**src/rtl/card_dealer.sv**
```systemverilog
// Deals unique cards 0-51 to the player and dealer requesters from an LFSR source,
// rejecting out-of-range/dealt draws and falling back to a linear scan after MAX_TRIES misses.
module card_dealer #(
    parameter int unsigned MAX_TRIES = 8
) (
    input  logic       clk_i,
    input  logic       rst_i,
    input  logic [8:0] rnd_i,
    input  logic       shuffle_i,
    input  logic       req_player_i,
    input  logic       req_dealer_i,
    output logic       deal_valid_o,
    output logic       deal_to_o,
    output logic       deal_empty_o,
    output logic [5:0] card_o,
    output logic [3:0] rank_o,
    output logic [1:0] suit_o,
    output logic [5:0] cards_left_o,
    output logic       busy_o
);

    typedef enum logic [1:0] {IDLE, DRAW, SCAN, DONE} state_e;

    localparam logic [5:0] DECK = 6'd52;

    state_e      state_q, state_d;
    logic [51:0] dealt_q, dealt_d;
    logic [5:0]  left_q, left_d;
    logic        last_q, last_d;
    logic [7:0]  tries_q, tries_d;
    logic [5:0]  ptr_q, ptr_d;
    logic        gnt_q, gnt_d;
    logic        to_q, to_d;
    logic        empty_q, empty_d;
    logic [5:0]  card_q, card_d;
    logic [3:0]  rank_q, rank_d;
    logic [1:0]  suit_q, suit_d;

    logic [63:0] taken;
    logic [51:0] mask;
    logic [5:0]  draw_idx, take_idx;
    logic        take, gnt_dealer;
    logic        unused_rnd;

    assign unused_rnd = ^rnd_i[8:6];
    // Indices 52-63 read as already dealt, so one lookup also rejects out-of-range draws.
    assign taken      = {12'hFFF, dealt_q};
    assign draw_idx   = rnd_i[5:0];

    always_ff @(posedge clk_i or posedge rst_i) begin
        if (rst_i) begin
            state_q <= IDLE;
            dealt_q <= '0;
            left_q  <= DECK;
            last_q  <= 1'b1;
            tries_q <= '0;
            ptr_q   <= '0;
            gnt_q   <= 1'b0;
            to_q    <= 1'b0;
            empty_q <= 1'b0;
            card_q  <= '0;
            rank_q  <= '0;
            suit_q  <= '0;
        end else begin
            state_q <= state_d;
            dealt_q <= dealt_d;
            left_q  <= left_d;
            last_q  <= last_d;
            tries_q <= tries_d;
            ptr_q   <= ptr_d;
            gnt_q   <= gnt_d;
            to_q    <= to_d;
            empty_q <= empty_d;
            card_q  <= card_d;
            rank_q  <= rank_d;
            suit_q  <= suit_d;
        end
    end

    always_comb begin
        state_d    = state_q;
        dealt_d    = dealt_q;
        left_d     = left_q;
        last_d     = last_q;
        tries_d    = tries_q;
        ptr_d      = ptr_q;
        gnt_d      = gnt_q;
        to_d       = to_q;
        empty_d    = empty_q;
        card_d     = card_q;
        rank_d     = rank_q;
        suit_d     = suit_q;
        take       = 1'b0;
        take_idx   = '0;
        gnt_dealer = 1'b0;
        mask       = '0;
        case (state_q)
            IDLE: begin
                if (shuffle_i) begin
                    dealt_d = '0;
                    left_d  = DECK;
                end else if (req_player_i || req_dealer_i) begin
                    gnt_dealer = req_dealer_i && (!req_player_i || !last_q);
                    last_d     = gnt_dealer;
                    gnt_d      = gnt_dealer;
                    tries_d    = '0;
                    if (left_q == '0) begin
                        state_d = DONE;
                        to_d    = gnt_dealer;
                        empty_d = 1'b1;
                        card_d  = '0;
                        rank_d  = 4'd1;
                        suit_d  = '0;
                    end else begin
                        state_d = DRAW;
                    end
                end
            end
            DRAW: begin
                if (!taken[draw_idx]) begin
                    take     = 1'b1;
                    take_idx = draw_idx;
                end else begin
                    tries_d = tries_q + 8'd1;
                    if (tries_d == 8'(MAX_TRIES)) begin
                        ptr_d   = (draw_idx < DECK) ? draw_idx : draw_idx - DECK;
                        state_d = SCAN;
                    end
                end
            end
            SCAN: begin
                if (!taken[ptr_q]) begin
                    take     = 1'b1;
                    take_idx = ptr_q;
                end else begin
                    ptr_d = (ptr_q == 6'd51) ? '0 : ptr_q + 6'd1;
                end
            end
            DONE:    state_d = IDLE;
            default: state_d = IDLE;
        endcase
        if (take) begin
            mask    = 52'd1 << take_idx;
            dealt_d = dealt_q | mask;
            left_d  = left_q - 6'd1;
            card_d  = take_idx;
            rank_d  = 4'(take_idx % 6'd13 + 6'd1);
            suit_d  = 2'(take_idx / 6'd13);
            to_d    = gnt_q;
            empty_d = 1'b0;
            state_d = DONE;
        end
    end

    always_comb begin
        deal_valid_o = (state_q == DONE);
        busy_o       = (state_q != IDLE);
        deal_to_o    = to_q;
        deal_empty_o = empty_q;
        card_o       = card_q;
        rank_o       = rank_q;
        suit_o       = suit_q;
        cards_left_o = left_q;
    end

endmodule
```
**config.mk**
```make
export PLATFORM = sky130hd
export DESIGN_NAME = card_dealer
export DESIGN_NICKNAME = d
export VERILOG_FILES = /design/src/rtl/card_dealer.sv
export SDC_FILE = /design/constraint.sdc
export NUM_CORES = 1
export LEC_CHECK = 0
export ABC_AREA = 1
export CORE_MARGIN = 2
export CORE_UTILIZATION = 65
export CTS_BUF_LIST = sky130_fd_sc_hd__clkbuf_4 sky130_fd_sc_hd__clkbuf_8 sky130_fd_sc_hd__clkbuf_16
export DETAILED_ROUTE_END_ITERATION = 10
export GPL_TIMING_DRIVEN = 0
export PLACE_DENSITY_LB_ADDON = 0.25
export SYNTH_ARGS = -nofsm -noshare
export SYNTH_HDL_FRONTEND = slang
export SYNTH_SLANG_ARGS = --single-unit
```
**constraint.sdc**
```tcl
create_clock -name clk_i -period 12.2 [get_ports clk_i]
set_clock_uncertainty 0.1 [all_clocks]
set_input_delay 1.22 -clock clk_i [delete_from_list [all_inputs] [get_ports clk_i]]
set_output_delay 1.22 -clock clk_i [all_outputs]
set_load 0.005 [all_outputs]
```
Word-level counts from Yosys, hierarchy flattened --
Cells that the tools add are included.
Storage, ports and cells: input port bits 14, register bits after elaboration 90, word-level logic and storage cells 119
Operators by class: reduce and logical (&&, ||, !) cells 21, bitwise operators 2, shifts and indexed selects 1, eq/ne operators 15, mux-type cells 58, divide/modulo/power cells 2, add/sub/neg operators 5, order comparisons 3
Operator list (number):
- $mux W52 | 3
- $mux W6 | 15
- $or A52 B52 Y52 | 1
- $shl A1 B6 Y52 const A | 1
- $mux W8 | 3
- $pmux W6 S2 | 2
- $mux W2 | 11
- $mux W4 | 5
- $pmux W8 S2 | 1
- $lt A6 B7 Y1 const B | 2
- $mux W1 | 14
- $reduce_bool A2 Y1 | 7
- $bmux W1 S6 | 2
- $ne A3 B3 Y1 const B | 4
- $reduce_and A4 Y1 | 3
- $ne A2 B2 Y1 const B | 5
- $add A8 B1 Y8 const B | 1
- $eq A8 B4 Y1 const B | 1
- $add A6 B1 Y6 const B | 1
- $div A6 B4 Y6 const B | 1
- $eq A6 B6 Y1 const B | 1
- $logic_not A6 Y1 | 1
- $lt A6 B6 Y1 const B | 1
- $mod A6 B4 Y6 const B | 1
- 17 further kinds | 20

Logic depth before layout (Yosys ltp) --
Gate-level depths: netlist of the first run.
depth after elaboration 8, mapped depth 36, depth with buffers taken out 34

Worst setup path before layout of the first run --
Ideal clock, no wire load.
path kind input to register, from input port rnd_i[1], to register rank_q[1], in the netlist rank_o[1], library setup time 121 ps, stages on the path 32, path buffers 2, path slack 7345 ps, arrival time 4634 ps, required time 11979 ps, path through buf_2 > inv_1 > buf_2 > nand3_1 > nand2_1 > nand2_1 > nand3_1 > nand2_1 > nand3_1 > nand4_1 > nand2_1 > nand2_2 > nor2_4 > nand2_1 > o21a_1 > ha_1 > inv_1 > nand4_2 > nand3_4 > nand2_1 > nand2_1 > inv_1 > ha_1 > inv_1 > nor2_1 > nor2_2 > nand2_2 > nand2_4 > nand2_1 > nand2_2 > ha_1 > a22o_1
Between the ends: longest elaborated chain between the ends 7, elaborated cells between the ends (all ways) 14
RTL lines:
- from (decl) | RTL line 8 | input logic [8:0] rnd_i,
- $bmux W1 S6 | RTL line 120 | if (!taken[draw_idx]) begin
- $mux W1 (not written as such) | RTL line 120
- $mux W6 | RTL line 120
- $pmux W6 S2 | RTL line 97 | case (state_q)
- $mod A6 B4 Y6 | RTL line 147 | rank_d = 4'(take_idx % 6'd13 + 6'd1);
- $add A4 B1 Y4 | RTL line 147
- $mux W4 | RTL line 142 | if (take) begin
- to (signal assigned) | RTL line 75 | rank_q <= rank_d;
- to (decl) | RTL line 36 | logic [3:0] rank_q, rank_d;
Parallel ways exist; a longest one is shown, timed or not. The select of a mux whose other input is x is not followed. A chain may end at the register's enable or synchronous reset.

Final worst setup path of the first run --
from input port rnd_i[0], to register rank_q[1], in the netlist rank_o[1]
The elaborated chain is that of the path after synthesis.

==> impl_results.md, run 1 <==
* Outcome: completed
* Reg clk slew, reported paths at 100 ps
* Seq/Total Area, Yosys at 38.5%
* PostCTS Resize Cnt at 0
* Most Frequent Cell on Critical Path: nand2_1
* CTS Buffer Depth at 2
* Reg power frac at 29.5%
* Max VDD drop at 0.000155 V
* Core Region at 8720 um^2
* YS warnings at 0
* Most frequent cells in the layout: nand2_1, inv_1, nand3_1, dfrtp_1, o21ai_0
* Register area at 2260 um^2
* Net Count, Synth at 866
* FP Rows at 34
* Share of layout cells above drive strength 1 at 8.37%
* Reg2reg path depth at 29
* Crit path max-delay cell type: clkdlybuf4s50_1
* Measured slew at the worst slew-check pin at 669 ps
* Routed Antenna Nets at 0
* Max-slew violations at 0
* Pre-CTS setup slack at 6190 ps
* Period utilization at 47.0%
* Non-filler instance count after layout at 992
* CP Depth at 33
* GRT overflow at 0
* Worst Hold Class: reg2reg
* #FFs+latches synth at 90
* Internal Pwr Total at 0.823 mW
* Final Hold Viols at 0
* Family with the most delay on the worst path: simple AND/OR/NAND/NOR gates
* Wirelength per Cell at 18.5 um
* FMAX at 174 MHz
* FF-to-FF Start: ptr_q[2]
* Initial Util at 67.3%
* Req. time, crit path at 12370 ps
* Sw power at 0.812 mW
* CTS buffer count at 9
* WL final at 18400 um
* Gpl congestion at 1.01
* First-pass GRT wire length at 29500 um
* Setup CP Type: in2reg
* R2R setup slack at 7180 ps
* Delay of the slowest critical-path stage at 550 ps
* Synth top area cells: dfrtp_1, nand2_1, nand3_1, inv_1, o21ai_0
* Layout Area Growth over Synthesis at 11.2%
* Critical Path Sink: rank_o[1]
* TritonCTS clock tree: built
* Fin Setup TNS at 0 ps
* Via count at 6103
* Nets at 907
* Final HPWL DP at 13300 um
* Clock Root Buffer: clkbuf_8
* Area of the die at 9800 um^2
* Initial antenna violation count at 0
* Max_slew headroom at 55.4%
* Die Y-Extent at 99.0 um
* All-layer global routing usage at 38.3%
* Ys flop type: dfrtp_1
* Min cycle time layout at 5730 ps
* Ys async rst share at 100%
* Switching Share at 49.7%
* Clock power share at 13.6%
* RSZ-0062 raised after global routing: false
* Post-synth EDFFs at 0
* CP max FO at 10
* Worst-Skew Late Latency at 380 ps
* CP bufs+invs at 5
* Most common cell after layout, fill and taps aside: nand2_1
* Logic pwr share at 56.9%
* CP arrival at 5910 ps
* Setup violators final at 0
* H-tree lvl count at 3
* Largest net degree at the start of global routing at 48
* Dpl cells at 976
* Crit path from: rnd_i[0]
* CP Capture Type: register
* Post-synth top area cell: dfrtp_1
* Type of origin of the critical path: primary input
* Netlist Area Pre-Place at 5870 um^2
* Cells after synthesis at 838
* DRT Pass-1 Iters at 5
* Synth top area share at 36.7%
* Max-cap violations at 0
* Iter 0 DRT Violations at 616
* Die Wd at 99.0 um
* Vias in the first global route at 5829
* Syn Area/Cell at 7.00 um^2
* Total I/O pin count at 36
* Clk sinks at 90
* Static Leak at 3.24 nW
* Area of the multi-input gates at 3010 um^2
* Critical register-to-register path endpoint: rank_o[1]
* IO buf count at 29
* Fillers at 697
* Drt via density at 6.15
* CTS Hold Bufs at 0
* Antenna fix cells at 0
* Setup WS post-layout at 6470 ps
* Post-CTS Repair Setup Buffers at 0
* Pwr Density at 251 nW/um^2
* Tot Pwr at 1.63 mW
* Drc violations at 0
* Synth unique cells at 45
==> per-layer routing <==
metal	vias up	part of all wire, %	global-route usage [%]
li1	2793	-	-
met1	2844	40	52.6
met2	389	44	59.4
met3	77	12	8.94
met4	0	3.9	14.5
met5	-	0	0
==> cell usage after synthesis, types with 4 or more instances <==
library cell	count
xor2_1	6
o21ai_1	5
nand3_1	87
nand2_1	258
ha_1	14
a21oi_1	23
nand2_2	9
buf_2	13
dfrtp_1	86
nor3_1	7
nand4_1	12
o22ai_1	23
o211ai_1	10
dfstp_2	4
clkbuf_1	16
buf_4	5
o21ai_0	62
inv_1	103
nor2_1	54
==> how the worst min path moves through the flow <==
stage                         start   endpoint  depth (start not counted)
after floorplan              last_q     last_q                          2
after global routing         last_q     last_q                          2
final                     card_o[2]  card_o[2]                          2
after CTS                    last_q     last_q                          2
after global placement    card_o[0]  card_o[0]                          2
after detailed placement  rank_o[3]  rank_o[3]                          2
==> layout make-up <==
| cell class | instances | share of cell area [%] |
|---|---|---|
| multi-input combinational | 603 | 46.1 |
| timing repair buffer | 30 | 4.76 |
| sequential | 90 | 34.6 |
| inverter | 109 | 6.39 |
| buffer | 36 | 2.84 |
| clock inverter | 7 | 1.30 |
| tap | 108 | 2.07 |
| clock buffer | 9 | 1.90 |
==> sequential cells by signal (all words and copies together) (netlist names) <==
register / cells
card_o: 6
last_q: 1
ptr_q: 6
suit_o: 2
deal_to_o: 1
state_q: 2
tries_q: 8
deal_empty_o: 1
cards_left_o: 6
rank_o: 4
dealt_q: 52
gnt_q: 1
==> power groups by stage <==
stage / Combinational [mW] / Clock (mW) / Sequential (mW)
2_1_floorplan: 0.626 / 0 / 0.469
3_3_place_gp: 0.857 / 0 / 0.479
3_5_place_dp: 0.890 / 0 / 0.485
4_1_cts: 0.902 / 0.222 / 0.480
5_1_grt: 1.02 / 0.231 / 0.491
6_report: 0.929 / 0.223 / 0.482
==> through the flow <==
| step | hold slack [ps] | area, um^2 | utilization (%) |
|---|---|---|---|
| 3_3_place_gp | 356 | 6290 | 72.2 |
| 3_5_place_dp | 366 | 6310 | 72.4 |
| 5_1_grt | 407 | 6520 | 74.8 |
| 4_1_cts | 388 | 6520 | 74.8 |
| 6_report | 384 | 6520 | 74.8 |
| 2_1_floorplan | 348 | 5870 | - |
==> worst min-delay path, stage by stage (launching register included) <==
cell and delay, ps:
dfrtp_1 360, nand2_1 50, nand2_1 50
==> logic make-up (layout without fill, tap and decap cells) <==
family	Yosys count	after routing	synth area share, %
simple gates	444	444	33.4
buf+inv	145	191	10.2
compound gates	137	137	13.8
flops	90	90	38.5
fa+ha+maj	14	14	2.99
xor+xnor	8	8	1.19
No activity file was read; power rests on OpenSTA's default activity.
==> run 2: changes to the inputs <==
--- a/config.mk
+++ b/config.mk
@@ -7,7 +7,7 @@
 export LEC_CHECK = 0
 export ABC_AREA = 1
 export CORE_MARGIN = 2
-export CORE_UTILIZATION = 65
+export CORE_UTILIZATION = 60
 export CTS_BUF_LIST = sky130_fd_sc_hd__clkbuf_4 sky130_fd_sc_hd__clkbuf_8 sky130_fd_sc_hd__clkbuf_16
 export DETAILED_ROUTE_END_ITERATION = 10
 export GPL_TIMING_DRIVEN = 0
==> constraint.sdc (replaced) <==
create_clock -name clk_i -period 5.6 [get_ports clk_i]
set_clock_uncertainty 0.1 [all_clocks]
set_input_delay 0.56 -clock clk_i [delete_from_list [all_inputs] [get_ports clk_i]]
set_output_delay 0.56 -clock clk_i [all_outputs]
set_load 0.005 [all_outputs]
==> impl_results.md, run 2 (synthesized netlist as in run 1, its figures left out) <==
* Max-cap violations at 0 (unchanged)
* All-layer global routing usage at 35.9% (-2.4 points)
* RSZ-0062 raised after global routing: false
* Vias in the first global route at 5535 (-5.0%)
* WL final at 18200 um (-1.0%)
* CTS buffer count at 9 (unchanged)
* Antenna fix cells at 0 (unchanged)
* Min cycle time layout at 5140 ps
* First-pass GRT wire length at 28500 um (-3.3%)
* Reg power frac at 29.6% (about the same)
* CP arrival at 5330 ps (-580 ps)
* Layout Utilization at 68.1% (-6.7 points)
* Largest net degree at the start of global routing at 60 (+25%)
* Period utilization at 91.8%
* Setup CP Type: in2reg
* Most Frequent Cell on Critical Path: nand2_1
* TritonCTS clock tree: built
* Internal Pwr Total at 1.80 mW (+120%)
* Initial antenna violation count at 0 (unchanged)
* Non-filler instance count after layout at 1017 (+2.5%)
* H-tree lvl count at 3 (unchanged)
* Logic pwr share at 56.8% (about the same)
* Iter 0 DRT Violations at 626 (+1.6%)
* Dpl cells at 1001 (+2.6%)
* DRT Pass-1 Iters at 8 (+3)
* Initial Util at 60.9% (-6.4 points)
* Final Hold Viols at 0 (unchanged)
* CP max FO at 10 (unchanged)
* Largest regs: dealt_q (52), tries_q (8)
* IO buf count at 29 (unchanged)
* Gpl congestion at 0.960 (-4.8%)
* Setup violators final at 0 (unchanged)
* Layout Area Growth over Synthesis at 11.8%
* FMAX at 195 MHz
* Drc violations at 0 (unchanged)
* Die Y-Extent at 103 um (+3.9%)
* Post-CTS Repair Setup Buffers at 0 (unchanged)
* Total I/O pin count at 36 (unchanged)
* CP Capture Type: register
* Measured slew at the worst slew-check pin at 767 ps (+97.7 ps)
* Final HPWL DP at 13400 um (+1.0%)
* FP Rows at 36 (+5.9%)
* PostCTS Resize Cnt at 0 (unchanged)
* Most common cell after layout, fill and taps aside: nand2_1
* Area of the multi-input gates at 3010 um^2 (unchanged)
* Drt via density at 5.88 (-4.4%)
* Reg clk slew, reported paths at 100 ps (about the same)
* Clk sinks at 90 (unchanged)
* Clock Root Buffer: clkbuf_8
* Max-slew violations at 0 (unchanged)
* Worst-Skew Late Latency at 390 ps (about the same)
* Crit path max-delay cell type: clkdlybuf4s50_1
* Fillers at 861 (+24%)
* Type of origin of the critical path: primary input
* CTS Buffer Depth at 2 (unchanged)
* Wirelength per Cell at 17.9 um (-3.5%)
* Most frequent cells in the layout: nand2_1, inv_1, nand3_1, dfrtp_1, o21ai_0
* Sw power at 1.73 mW (+110%)
* Switching Share at 48.9% (-0.75 points)
* Fin Setup TNS at 0 ps (unchanged)
* Via count at 5979 (-2.0%)
* Max VDD drop at 0.000324 V (+110%)
* Die Wd at 103 um (+3.9%)
* Share of layout cells above drive strength 1 at 8.37% (unchanged)
* Req. time, crit path at 5790 ps (-6580 ps)
* Core Region at 9640 um^2 (+11%)
* Register area at 2260 um^2 (unchanged)
* GRT overflow at 0 (unchanged)
* Nets at 907 (unchanged)
* CTS Hold Bufs at 0 (unchanged)
* Clock power share at 13.6% (about the same)
* Delay of the slowest critical-path stage at 550 ps (about the same)
* Pwr Density at 538 nW/um^2 (+110%)
* Area of the die at 10600 um^2 (+8.0%)
* Static Leak at 3.24 nW (-0.12%)
* Worst Hold Class: reg2reg
* Outcome: completed
* Routed Antenna Nets at 0 (unchanged)
* Max_slew headroom at 48.9% (-6.5 points)
* Most flops, register: dealt_q
* Max reg flops at 52 (unchanged)
## run 2: metal layers
metal  track usage, %  part of all wire [%]
met4             11.3                   2.5
met1             49.5                    41
met3             10.9                    12
met5                0                     0
met2             54.5                    45
## run 2: final cells by class
class,instances,share of cell area (%)
inverters,109,6.35
plain buffers,36,2.82
repair buffers,30,4.84
flip-flops and latches,90,34.4
well taps,133,2.54
clock inverters,5,0.953
clock buffers,11,2.21
multi-input cells,603,45.9
## run 2: path summary, 6_finish.rpt
kind                            cells after the start  startpoint         end  slack (ps)
min in group asynchronous                           2       rst_i  dealt_q[1]         450
worst max-delay path                               32    rnd_i[0]   rank_o[1]         460
worst max register to register                     30    ptr_q[1]   rank_o[1]         650
max in group asynchronous                           3       rst_i      last_q        4240
worst min register to register                      2   card_o[2]   card_o[2]         380
worst min-delay path                                2   card_o[2]   card_o[2]         380
## run 2: through the flow
stage               cell area [um^2]  hold slack (ps)  worst slack [ps]  power [mW]
finish                          6560              383               459        3.53
global route                    6560              401               165        3.80
CTS                             6560              386               571        3.48
detailed placement              6350              362               194        3.00
global placement                6320              355               392        2.93
floorplan                       5870              348              1400        2.38
## run 2: critical path: cells and delay by family
| kind | cells | cell delay (ps) |
|---|---|---|
| adders and majority gates | 3 | 700 |
| buffers and inverters | 6 | 1100 |
| and+or+nand+nor | 20 | 2130 |
| AOI/OAI and AO/OA | 3 | 840 |
## run 2: power groups by stage
stage | clock [mW] | combinational [mW] | sequential (mW)
final | 0.479 | 2.00 | 1.05
after global routing | 0.508 | 2.22 | 1.07
after CTS | 0.476 | 1.96 | 1.04
after detailed placement | 0 | 1.95 | 1.05
after global placement | 0 | 1.89 | 1.04
after floorplan | 0 | 1.36 | 1.02
==> run 3: changes to the inputs <==
--- a/config.mk
+++ b/config.mk
@@ -6,6 +6,7 @@
 export NUM_CORES = 1
 export LEC_CHECK = 0
 export ABC_AREA = 1
+export CAP_MARGIN = 40
 export CORE_MARGIN = 2
 export CORE_UTILIZATION = 60
 export CTS_BUF_LIST = sky130_fd_sc_hd__clkbuf_4 sky130_fd_sc_hd__clkbuf_8 sky130_fd_sc_hd__clkbuf_16
==> impl_results.md, run 3 (synthesized netlist as in run 1, its figures left out) <==
* Outcome: completed
* Setup CP Type: in2reg
* All-layer global routing usage at 35.9% (unchanged)
* Wirelength per Cell at 17.9 um (unchanged)
* Final HPWL DP at 13400 um (unchanged)
* Period utilization at 91.8% (unchanged)
* Critical register-to-register path endpoint: rank_o[1]
* Most Frequent Cell on Critical Path: nand2_1
* Clk sinks at 90 (unchanged)
* Initial Util at 60.9% (unchanged)
* Max-cap violations at 0 (unchanged)
* R2R setup slack at 650 ps (about the same)
* IO buf count at 29 (unchanged)
* Non-filler instance count after layout at 1017 (unchanged)
* CP Capture Type: register
* DRT Pass-1 Iters at 8 (unchanged)
* Max VDD drop at 0.000324 V (unchanged)
* Area of the die at 10600 um^2 (unchanged)
* Die Wd at 103 um (unchanged)
* PostCTS Resize Cnt at 0 (unchanged)
* FMAX at 195 MHz (unchanged)
* Min cycle time layout at 5140 ps (unchanged)
* CP max FO at 10 (unchanged)
* Worst-Skew Late Latency at 390 ps (about the same)
* Post-CTS Repair Setup Buffers at 0 (unchanged)
* Nets at 907 (unchanged)
* Die Y-Extent at 103 um (unchanged)
* TritonCTS clock tree: built
* Vias in the first global route at 5535 (unchanged)
* Hold path cells at 2 (unchanged)
* Reg2reg path depth at 30 (unchanged)
* Most frequent cells in the layout: nand2_1, inv_1, nand3_1, dfrtp_1, o21ai_0
* Antenna fix cells at 0 (unchanged)
* Iter 0 DRT Violations at 626 (unchanged)
* GRT overflow at 0 (unchanged)
* CP arrival at 5330 ps (about the same)
* Largest regs: dealt_q (52), tries_q (8)
* Dpl cells at 1001 (unchanged)
* FF-to-FF Start: ptr_q[1]
* Req. time, crit path at 5790 ps (about the same)
* Most flops, register: dealt_q
* Final Hold Viols at 0 (unchanged)
* Reg clk slew, reported paths at 100 ps (about the same)
* Initial antenna violation count at 0 (unchanged)
* CTS buffer count at 9 (unchanged)
* FP Rows at 36 (unchanged)
* Via count at 5979 (unchanged)
* Routed Antenna Nets at 0 (unchanged)
* Drt via density at 5.88 (unchanged)
* Drc violations at 0 (unchanged)
* Measured slew at the worst slew-check pin at 767 ps (unchanged)
* Layout Area Growth over Synthesis at 11.8% (unchanged)
* Largest net degree at the start of global routing at 60 (unchanged)
* Max-slew violations at 0 (unchanged)
* Delay of the slowest critical-path stage at 550 ps (about the same)
* Max reg flops at 52 (unchanged)
* Max_slew headroom at 48.9% (unchanged)
* Setup violators final at 0 (unchanged)
* CTS Hold Bufs at 0 (unchanged)
* Fin Setup TNS at 0 ps (unchanged)
* H-tree lvl count at 3 (unchanged)
* Hold Path End: card_o[2]
* CTS Buffer Depth at 2 (unchanged)
* Pwr Density at 538 nW/um^2 (unchanged)
* Type of origin of the critical path: primary input
* Share of layout cells above drive strength 1 at 8.37% (unchanged)
* Gpl congestion at 0.960 (unchanged)
* Most common cell after layout, fill and taps aside: nand2_1
* Static Leak at 3.24 nW (unchanged)
* HP Start: card_o[2]
* WL final at 18200 um (unchanged)
* First-pass GRT wire length at 28500 um (unchanged)
* RSZ-0062 raised after global routing: false
* Total I/O pin count at 36 (unchanged)
* Clock Root Buffer: clkbuf_8
* Core Region at 9640 um^2 (unchanged)
* Worst Hold Class: reg2reg
* Crit path max-delay cell type: clkdlybuf4s50_1
run 3: cell counts in the layout (fill, tap and decap cells not counted):
Identical to the previous run, type by type.
run 3: how the worst max path moves through the flow:
stage	start	end	cells after the start
finish	rnd_i[0]	rank_o[1]	32
global route	rnd_i[0]	rank_o[1]	32
CTS	rnd_i[0]	rank_o[1]	32
detailed placement	rnd_i[0]	rank_o[1]	32
global placement	rnd_i[0]	rank_o[1]	32
floorplan	rnd_i[1]	rank_o[1]	32
run 3: report_power, final:
group          switching [mW]  total (mW)  internal (mW)  leakage (nW)
clock network           0.253       0.479          0.226        0.0996
logic                    1.33        2.00          0.677          1.96
registers               0.146        1.05          0.899          1.18
run 3: routing by layer:
layer	vias to the layer above	GRT usage (%)	part of all wire, %
met4	0	11.3	2.5
met3	41	10.9	12
met1	2823	49.5	41
met2	322	54.5	45
li1	2793	-	-
met5	-	0	0
run 3: area by class of cell:
| class | count | area, um^2 |
|---|---|---|
| Buffer | 36 | 185 |
| Timing Repair Buffer | 30 | 318 |
| Inverter | 109 | 417 |
| Sequential cell | 90 | 2260 |
| Clock buffer | 11 | 145 |
| Multi-Input combinational cell | 603 | 3010 |
| Clock inverter | 5 | 62.6 |
| Fill cell | 861 | 3080 |
| Tap cell | 133 | 166 |
run 3: metrics by stage:
stage | util, % | instance area [um^2] | setup WS, ps | total power, mW | hold WS, ps
5_1_grt | 68.1 | 6560 | 165 | 3.80 | 401
2_1_floorplan | - | 5870 | 1400 | 2.38 | 348
3_3_place_gp | 65.6 | 6320 | 392 | 2.93 | 355
4_1_cts | 68.1 | 6560 | 571 | 3.48 | 386
6_report | 68.1 | 6560 | 459 | 3.53 | 383
3_5_place_dp | 65.9 | 6350 | 194 | 3.00 | 362
run 3: critical path: cells and delay by family:
| kind | cells | cell delay (ps) |
|---|---|---|
| adder cells (fa/ha/maj) | 3 | 700 |
| buffers and inverters | 6 | 1100 |
| AO/OA/AOI/OAI | 3 | 840 |
| AND/OR/NAND/NOR | 20 | 2130 |
